[config.mk]
export PLATFORM = sky130hd
export DESIGN_NAME = uart_output_handler
export DESIGN_NICKNAME = d
export VERILOG_FILES = /design/src/rtl/uart_output_handler.sv
export SDC_FILE = /design/constraint.sdc
export NUM_CORES = 1
export LEC_CHECK = 0
export ABC_CLOCK_PERIOD_IN_PS = 3900
export BUFFER_PORTS_ARGS = -buffer_cell sky130_fd_sc_hd__buf_2
export CORE_ASPECT_RATIO = 0.9
export CORE_MARGIN = 4
export CORE_UTILIZATION = 50
export DETAILED_ROUTE_END_ITERATION = 10
export PLACE_DENSITY = 0.86
export RECOVER_POWER = 100
export SLEW_MARGIN = 5
export SYNTH_ARGS = -nofsm -noshare
export SYNTH_HDL_FRONTEND = slang
export SYNTH_SLANG_ARGS = --single-unit
[constraint.sdc]
create_clock -name clk -period 3.9 [get_ports clk]
set_clock_uncertainty 0.2 [all_clocks]
set_input_delay 0.195 -clock clk [delete_from_list [all_inputs] [get_ports clk]]
set_output_delay 0.195 -clock clk [all_outputs]
set_load 0.005 [all_outputs]
[src/rtl/uart_output_handler.sv]
// rtl/uart_output_handler.sv - Serializes status/address/data words into an ASCII-hex UART response frame.
// Optional CR/LF trailer after the data nibbles: define UART_OUT_CRLF_EN.
module uart_output_handler #(
   parameter logic [7:0] ID_CHAR = 8'h53
) (
   input  logic        clk,
   input  logic        rst,
   input  logic        start,
   input  logic [31:0] status,
   input  logic [31:0] address,
   input  logic [31:0] data,
   output logic        ready,
   output logic        finished,
   output logic [7:0]  uart_byte,
   output logic        uart_send,
   input  logic        uart_busy
);

`ifdef UART_OUT_CRLF_EN
   localparam logic [4:0] LAST_IDX = 5'd26;
`else
   localparam logic [4:0] LAST_IDX = 5'd24;
`endif
   localparam logic [4:0] LAST_NIB_IDX = 5'd24;

   typedef enum logic [2:0] {IDLE, SEND, HOLD, WAIT_TX, DONE} state_t;

   state_t      state_q, state_d;
   logic [31:0] status_q, status_d;
   logic [31:0] address_q, address_d;
   logic [31:0] data_q, data_d;
   logic [4:0]  idx_q, idx_d;
   logic [7:0]  byte_q, byte_d;
   logic [7:0]  cur_char;
   logic [3:0]  nib;

   // The three words shift as one 96-bit chain, so the next nibble is always status_q[31:28].
   assign nib = status_q[31:28];

   always_comb begin
      cur_char = ID_CHAR;
      if (idx_q == 5'd0) begin
         cur_char = ID_CHAR;
      end else if (idx_q <= LAST_NIB_IDX) begin
         cur_char = (nib < 4'd10) ? (8'h30 + {4'h0, nib}) : (8'h37 + {4'h0, nib});
`ifdef UART_OUT_CRLF_EN
      end else if (idx_q == 5'd25) begin
         cur_char = 8'h0D;
      end else begin
         cur_char = 8'h0A;
`endif
      end
   end

   always_comb begin
      state_d   = state_q;
      status_d  = status_q;
      address_d = address_q;
      data_d    = data_q;
      idx_d     = idx_q;
      byte_d    = byte_q;
      ready     = 1'b0;
      finished  = 1'b0;
      uart_send = 1'b0;
      uart_byte = byte_q;
      case (state_q)
         IDLE: begin
            ready = 1'b1;
            idx_d = 5'd0;
            if (start) begin
               status_d  = status;
               address_d = address;
               data_d    = data;
               state_d   = SEND;
            end
         end
         SEND: begin
            if (!uart_busy) begin
               uart_send = 1'b1;
               uart_byte = cur_char;
               byte_d    = cur_char;
               if (idx_q != 5'd0 && idx_q <= LAST_NIB_IDX) begin
                  status_d  = {status_q[27:0], address_q[31:28]};
                  address_d = {address_q[27:0], data_q[31:28]};
                  data_d    = {data_q[27:0], 4'h0};
               end
               state_d = HOLD;
            end
         end
         // Gives the transmitter a cycle to raise busy before it is looked at.
         HOLD: state_d = WAIT_TX;
         WAIT_TX: begin
            if (!uart_busy) begin
               if (idx_q == LAST_IDX) begin
                  state_d = DONE;
               end else begin
                  idx_d   = idx_q + 5'd1;
                  state_d = SEND;
               end
            end
         end
         DONE: begin
            finished = 1'b1;
            state_d  = IDLE;
         end
         default: state_d = IDLE;
      endcase
   end

   always_ff @(posedge clk or negedge rst) begin
      if (!rst) begin
         state_q   <= IDLE;
         status_q  <= 32'h0;
         address_q <= 32'h0;
         data_q    <= 32'h0;
         idx_q     <= 5'd0;
         byte_q    <= 8'h00;
      end else begin
         state_q   <= state_d;
         status_q  <= status_d;
         address_q <= address_d;
         data_q    <= data_d;
         idx_q     <= idx_d;
         byte_q    <= byte_d;
      end
   end

endmodule

; ---- Word level (Yosys, flattened, before mapping)
; Index checks and enable logic that the tools add are counted.
; W data, S select, Z words.
[word_totals]
in_bits = 100
ff_bits = 112
output_inout_bits = 11
wordCells = 59
[classes]
muxes = 29
reduce_logical = 9
n_addsub = 3
eq_ne = 10
magnitude_cmp = 2
[ops]
columns = cell, n
row1 = $mux W32, 9
row2 = $pmux W32 S2, 3
row3 = $mux W8, 3
row4 = $add A6 B4 Y7 const A, 2
row5 = $mux W7, 2
row6 = $mux W3, 4
row7 = $pmux W3 S4, 1
row8 = $mux W5, 2
row9 = $ne A2 B2 Y1 const B, 5
row10 = $pmux W5 S2, 1
row11 = $eq A3 B2 Y1 const B, 2
row12 = $reduce_and A3 Y1, 2
row13 = $add A5 B1 Y5 const B, 1
row14 = $eq A5 B5 Y1 const B, 1
row15 = $le A5 B5 Y1 const B, 1
row16 = $logic_not A5 Y1, 1
row17 = $reduce_bool A5 Y1, 1
row18 = $lt A4 B4 Y1 const B, 1
row19 = $mux W1, 4
row20 = $reduce_and A4 Y1, 1
row21 = $reduce_bool A2 Y1, 2
row22 = $eq A3 B1 Y1 const B, 1
row23 = $eq A3 B3 Y1 const B, 1
row24 = $logic_not A3 Y1, 1
row25 = $logic_and A1 B1 Y1, 1

; ---- Depth between registers and ports, before layout
; Gate-level depths: netlist (run 1).
[depth]
ltp_word = 6
mapped_depth = 8
depth_no_buf = 6

; ---- Least setup slack after synthesis (run 1)
; OpenSTA, ideal clock, no wires.
[synth_timing]
path_kind = reg-to-output
startpoint = register state_q[1]
endpoint = output port uart_byte[2]
t_arrival_ns = 1.910
t_required_ns = 3.505
path_stages_with_launch = 8
path_buffers = 4
setup_slack_ns = 1.595
path_cell_list = dfrtp_1 -> clkbuf_1 -> or4b_1 -> clkbuf_1 -> a211oi_2 -> buf_4 -> buf_2 -> a22o_1
[synth_between]
elab_chain_len = 2
[synth_lines]
columns = element, line
row1 = start: declaration, 28  ; state_t state_q, state_d;
row2 = start signal: assignment, 119  ; state_q <= state_d;
row3 = $eq A3 B1 Y1, 66  ; case (state_q)
row4 = $mux W8, --
row5 = end: declaration, 14  ; output logic [7:0] uart_byte,
; Every way passes these cells.

; ---- Final worst setup path (run 1)
[layout_timing]
startpoint = register state_q[1]
endpoint = register address_q[11]
[layout_between]
elab_chain_len = 3
elab_cells_between_ends = 8
cone_classes = eq/ne (4) / mux (1) / reduce/logical (3)
[layout_lines]
columns = element, line
row1 = $eq A3 B1 Y1 or $logic_not A3 Y1 (tied branches), 66
row2 = $ne A2 B2 Y1 (no line) or $reduce_bool A2 Y1 (tied branches), --
row3 = $reduce_and A4 Y1 (no line), --
row4 = end signal: assignment, 121  ; address_q <= address_d;
row5 = end: declaration, 30  ; logic [31:0] address_q, address_d;
; Several ways; a longest one is shown, not always the timed one.
; A chain may end at the register's enable or synchronous reset.

==> results of run 1 <==
## cell type report
cell class	count	area share, %
Sequential cell	112	39.18
Multi-Input combinational cell	349	32.10
Timing Repair Buffer	213	21.99
Clock buffer	9	3.149
Tap cell	129	2.256
Clock inverter	7	0.9795
Inverter	6	0.3149
Antenna cell	1	0.03498
## routing by layer
layer / global-route usage (%) / vias to the layer above / part of all wire [%]
met4: 10.16 / 0 / 3.6
li1: - / 2201 / -
met1: 30.80 / 2252 / 41
met2: 40.66 / 157 / 52
met5: 0 / - / 0
met3: 3.870 / 44 / 3.8
## flip-flops by register name, indices dropped and copies added, names as in the netlist
register / cells
address_q: 32
byte_q: 8
data_q: 32
idx_q: 5
state_q: 3
status_q: 32
## power groups by stage
stage                     Sequential [mW]  Combinational (mW)  Clock, mW
after floorplan                      1.94                1.87          0
after global placement               2.02                2.16          0
after detailed placement             2.05                2.25          0
after CTS                            2.03                2.35      0.944
after global routing                 2.10                2.61      0.991
final                                2.04                2.34      0.920
## synthesized netlist by cell type (3+ instances only)
library cell	number	share of area (%)
buf_2	9	0.84
clkbuf_1	18	1.3
xor2_1	3	0.49
ha_1	3	0.70
nor2b_1	3	0.35
mux2i_1	92	17
dfrtp_1	112	52
nand2_1	13	0.91
nor3_1	94	8.8
nor2_1	9	0.63
o21ai_1	4	0.37
a21oi_1	98	9.2
inv_1	6	0.42
buf_4	17	2.4
o21ai_0	4	0.37
nand3_1	3	0.28
and2_1	3	0.35
## layout by cell type, fill, tap and decap left out, drive strengths merged, types with 3 or more instances in the layout
cell type / count
clkinv: 4
buf: 104
and2: 3
xor2: 3
inv: 7
nand2: 13
o21ai: 8
ha: 3
mux2i: 92
nand3: 3
nor2: 9
dlygate4sd3: 96
dfrtp: 112
a21oi: 98
nor2b: 3
clkbuf: 22
nor3: 94
## logic make-up (layout without fill, tap and decap cells)
family / Yosys count / after routing / share of synthesized area, %
compound gates: 112 / 112 / 10.94
fa+ha+maj: 3 / 3 / 0.7015
mux: 92 / 92 / 17.21
buf+inv: 50 / 235 / 4.910
other cells: 0 / 1 / 0
flops: 112 / 112 / 52.37
xor+xnor: 5 / 5 / 0.8185
simple gates: 137 / 137 / 13.05
## worst paths after layout
check	endpoint	slack, ns	depth (start not counted)
max in group asynchronous	status_q[8]	1.16	3
setup / recovery	address_q[11]	0.75	6
setup reg to reg	address_q[11]	0.75	6
hold reg to reg	byte_q[7]	0.30	1
min in group asynchronous	data_q[11]	0.62	2
hold / removal	status_q[11]	0.02	3
## through the flow
stage | worst slack [ns] | instances
final | 0.7544 | 826
after global placement | 1.005 | 713
after detailed placement | 0.8988 | 713
after floorplan | 1.595 | 511
after CTS | 0.8837 | 825
after global routing | 0.5487 | 826
## worst min-delay path: stages
cell and delay, ns:
buf_2 0.09, mux2i_1 0.06, a21oi_1 0.16
## what timing repair did
item / in CTS / in global routing
endpoints found under the hold margin: 158 / 0
setup endpoints to repair: 0 / 0
hold buffers: 96 / 0
resized for setup: 0 / 0
==> metrics.yaml, run 1 <==
critPathSlowestCell: "or4b_1"
synth_nets: 614
power_frac_seq_pct: 38.5
status: "finished, violations left"
violations: "capacitance limit, slew limit"
fillers: 740
p_switching_mw: 2.030
cts_buffers: 9
crit_fanout: 59
place.port_buffers: 110
hold_viol_final: 0
antenna_found_initial: 1
crit_chain: "or4b_1 > a211oi_1 > buf_4 > buf_4 > nor3_1 > a21oi_1"
grtUsageTotal_pct: 24.20
final_util_pct: 69.21
relSlewSlack_pct: -8.527
totalPowerFinal_mw: 5.305
worstHoldPathType: "in -> reg"
start_util_pct: 51.78
rsz0062_at_grt: "no"
final_area_mm2: 0.007153
yosys_most_used_dff: "dfrtp_1"
avgSynthCellArea_um2: 10.47
ys_types: 31
die_h_um: 106.1
postPlaceCellArea_mm2: 0.005926
grt_max_degree: 97
grt_pass1_wl_mm: 24.09
syn2layout_area_growth_pct: 33.67
num_rows: 35
min_period_ns: 3.146
grt_overflow_total: 0
vias: 4654
cp_common_cell: "buf_4"
p_int_mw: 3.275
critPathBufInv: 2
synth_edf_count: 0
maxCapViolCount: 1
max_stage_delay_ns: 0.66
tritoncts: "done"
ys_warn_count: 0
nets: 794
clockBufferDepth: 2
swShare_pct: 38.26
ios: 111
ant_nets: 0
clock_latency_ns: 0.34
share_comb_of_total_power_pct: 44.1
avgRoutedWirePerCell_um: 17.47
min_from: "status[11]"
htreeDepth: 3
tightestPinTransition_ns: 1.628
cts_setup_buffers: 0
r2r_start: "state_q[1]"
die_w_um: 117.1
crit_start: "state_q[1]"
clk_pin_slew_worst_paths_ns: 0.08
slew_violations: 67
startpoint_type: "flip-flop"
wirelength_mm: 14.43
critPathTopFamily: "buffers and inverters"
cp.arrival_ns: 3.20
p_clk_share_pct: 17.3
via_per_inst: 5.634
syn_area_mm2: 0.005351
drt_first_pass_iters: 5
layout-drive-gt1-share_pct: 17.96
fmax_mhz: 317.9
power_density_mw_per_mm2: 741.6
setup_viol: 0
setup_tns_ns: 0
core_area_mm2: 0.01033
gp_congestion: 0.7630
drc: 0
cts.sink_count: 112
grt_pass1_vias: 4973
register_area_mm2: 0.002803
yosysSeqAreaShare_pct: 52.37
endpoint_kind: "flip-flop"
cts.root.buffer_cell: "clkbuf_16"
drt_iter0_drc: 392
power_leakage_nw: 3.144
fp.dieArea_mm2: 0.01242
peakVddDrop_mv: 0.5021
dp.final_hpwl_mm: 7.724
synth_seq_cells: 112
period_share_pct: 80.66
worstPathRequired_ns: 3.95
synthCells: 511
crit_type: "reg -> reg"
whs_ns: 0.01856
multi_input_area_mm2: 0.002296
async_reset_ff_share_pct: 100.0
No activity file was read; power rests on OpenSTA's default activity.
==> inputs of run 2 (changes only) <==
--- a/config.mk
+++ b/config.mk
@@ -5,13 +5,14 @@
 export SDC_FILE = /design/constraint.sdc
 export NUM_CORES = 1
 export LEC_CHECK = 0
-export ABC_CLOCK_PERIOD_IN_PS = 3900
+export ABC_AREA = 1
+export ABC_CLOCK_PERIOD_IN_PS = 3100
 export BUFFER_PORTS_ARGS = -buffer_cell sky130_fd_sc_hd__buf_2
 export CORE_ASPECT_RATIO = 0.9
 export CORE_MARGIN = 4
 export CORE_UTILIZATION = 50
 export DETAILED_ROUTE_END_ITERATION = 10
-export PLACE_DENSITY = 0.86
+export PLACE_DENSITY = 0.85
 export RECOVER_POWER = 100
 export SLEW_MARGIN = 5
 export SYNTH_ARGS = -nofsm -noshare
==> constraint.sdc (replaced) <==
create_clock -name clk -period 3.1 [get_ports clk]
set_clock_uncertainty 0.2 [all_clocks]
set_input_delay 0.155 -clock clk [delete_from_list [all_inputs] [get_ports clk]]
set_output_delay 0.155 -clock clk [all_outputs]
set_load 0.005 [all_outputs]
==> run 2 against run 1 <==
The flow still finishes with violations (capacitance limit, slew limit); register-to-register slack got worse by 0.22 ns; area after synthesis increased by 8.7%; worst hold slack got worse by 0.0096 ns; die area increased by 8.0%; critical path depth increased by 1; critical endpoint is now uart_byte[3].
==> metrics.yaml, run 2 <==
synth_area_leaders: "dfrtp_1 (48%), nand2_1 (32%), nand3_1 (9.3%)"
cts_resized: 0
synth_edf_count: 0
grtUsageTotal_pct: 23.44
ant_nets: 0
yosys_most_used_dff: "dfrtp_1"
crit_type: "reg -> out"
r2r_setup_slack_ns: 0.53
worst_slack_ns: 0.4964
drc: 0
tightestPinTransition_ns: 1.540
place.port_buffers: 110
nets: 1122
period_share_pct: 83.99
grt_pass1_wl_mm: 25.61
ys_types: 23
clockBufferDepth: 2
power_leakage_nw: 4.317
wl_met2_mm: 7.619
syn2layout_area_growth_pct: 32.81
crit_start: "state_q[2]"
maxCapViolCount: 1
crit_chain: "inv_1 > nand3_4 > nor2_1 > inv_1 > nand2_1 > o21ai_0 > clkbuf_1"
yosysMostFrequentCell: "nand2_1"
rsz0062_at_grt: "no"
synth_seq_cells: 112
highest_layer: "met4"
die_h_um: 110.3
cts_setup_buffers: 0
crit_cells: 7
layout-drive-gt1-share_pct: 12.61
crit_end: "uart_byte[3]"
startpoint_type: "flip-flop"
final_area_mm2: 0.007724
ys_warn_count: 0
mostFrequentLayoutCells: "nand2_1 (504), dfrtp_1 (112), nand3_1 (107)"
critPathSlowestCell: "nor2_1"
postPlaceCellArea_mm2: 0.006486
wl_met3_um: 729
gp_congestion: 0.8267
wirelength_mm: 15.28
antenna_found_initial: 0
worstHoldPathType: "in -> reg"
async_reset_ff_share_pct: 100.0
min_period_ns: 2.604
clk_pin_slew_worst_paths_ns: 0.07
crit_fanout: 20
r2r-end: "status_q[1]"
num_rows: 37
hold_viol_final: 0
grt_max_degree: 97
cts.root.buffer_cell: "clkbuf_16"
worstPathRequired_ns: 2.74
drt_iter0_drc: 552
cts_hold_buf: 96
grt_overflow_total: 0
setup_viol: 0
start_util_pct: 51.07
ff2ff_path_depth: 6
htreeDepth: 3
endpoint_kind: "output port"
fp.dieArea_mm2: 0.01342
via_per_inst: 5.022
slew_violations: 64
yosysSeqAreaShare_pct: 48.19
syn_area_mm2: 0.005816
synth_nets: 947
drt_first_pass_iters: 5
place_ws_ns: 0.6650
cp.arrival_ns: 2.25
num_antenna_cells: 0
yosysTopAreaCellShare_pct: 48.19
ys_top_cells_by_count: "nand2_1 (503), dfrtp_1 (112), nand3_1 (108), clkbuf_1 (26), buf_2 (24)"
synthCells: 844
relSlewSlack_pct: -2.668
grt_pass1_vias: 5653
peakVddDrop_mv: 0.6478
synth_area_leader_cell: "dfrtp_1"
layout_commonest_cell: "nand2_1"
r2r_start: "state_q[2]"
status: "finished, violations left"
cts.sink_count: 112
reg.largest.list: "address_q x32, data_q x32, status_q x32"
cts_buffers: 9
fmax_mhz: 384.1
vias: 5921
wl_met1_mm: 6.436
cp_common_cell: "inv_1"
setup_tns_ns: 0
max_stage_delay_ns: 0.51
tritoncts: "done"
critPathTopFamily: "simple AND/OR/NAND/NOR gates"
avgRoutedWirePerCell_um: 12.96
die_w_um: 121.7
avgSynthCellArea_um2: 6.890
ios: 111
clock_latency_ns: 0.34
dp.final_hpwl_mm: 8.466
power_density_mw_per_mm2: 921.0
core_area_mm2: 0.01139
violations: "capacitance limit, slew limit"
critPathBufInv: 3
[run 2: changes by cell type after synthesis, sizes merged, moves of 3 or more]
cell | before | now
mux2i | 92 | 0
nor2b | 3 | 0
inv | 6 | 24
o21ai | 8 | 14
nor2 | 9 | 13
a21oi | 98 | 2
nand3 | 3 | 108
clkbuf | 18 | 26
and2 | 3 | 0
nand2 | 13 | 505
nor3 | 94 | 2
[run 2: metal layers]
layer | vias to the layer above | GRT usage [%]
met5 | - | 0
met4 | 0 | 10.16
met3 | 43 | 4.031
met2 | 208 | 39.09
met1 | 2703 | 30.39
li1 | 2967 | -
[run 2: worst register-to-register path, cell delays in order, from the launching register on]
cell and delay (ns):
dfrtp_1 0.43, inv_1 0.23, nand3_1 0.26, nand2_4 0.36, clkbuf_4 0.68, nand3_1 0.23
nand2_1 0.12
[run 2: area by class of cell]
cell class	instances	area, um^2
Sequential cell	112	2803
Inverter	24	91.34
Clock inverter	5	86.33
Tap cell	156	195.2
Timing Repair Buffer	214	1585
Fill cell	946	3665
Multi-Input combinational cell	658	2724
Clock buffer	10	239.0
[run 2: cells by family after synthesis]
kind of cell | share of synthesized area (%)
AO/OA/AOI/OAI | 1.743
XOR/XNOR | 0.4519
adder cells (fa/ha/maj) | 0.6455
buffers and inverters | 5.293
flip-flops | 48.19
AND/OR/NAND/NOR | 43.67
[run 2: worst min-delay path by stage]
stage / slack (ns) / startpoint / end / cells past startpoint
after floorplan: -0.34 / rst / address_q[0] / 0
after global placement: 0.09 / rst / status_q[13] / 1
after detailed placement: 0.1 / rst / status_q[6] / 1
after CTS: 0.01 / data[27] / data_q[27] / 5
after global routing: 0.04 / status[1] / status_q[1] / 5
final: 0.009 / data[27] / data_q[27] / 5
[run 2: per-stage QoR]
step                utilization [%]  instances  hold WS [ns]  power (mW)
CTS                           68.25       1179       0.01359       7.195
finish                        67.82       1179      0.008909       7.114
global route                  67.82       1179       0.04278       7.788
global placement              56.95       1068       0.09344       5.699
detailed placement            56.95       1068       0.09740       5.830
floorplan                         -        844       -0.3406       4.968
[run 2: where the power goes]
part	internal [mW]	switching [mW]	total (mW)
clock network	0.735	0.522	1.26
registers	2.10	0.354	2.45
logic	1.10	2.31	3.41
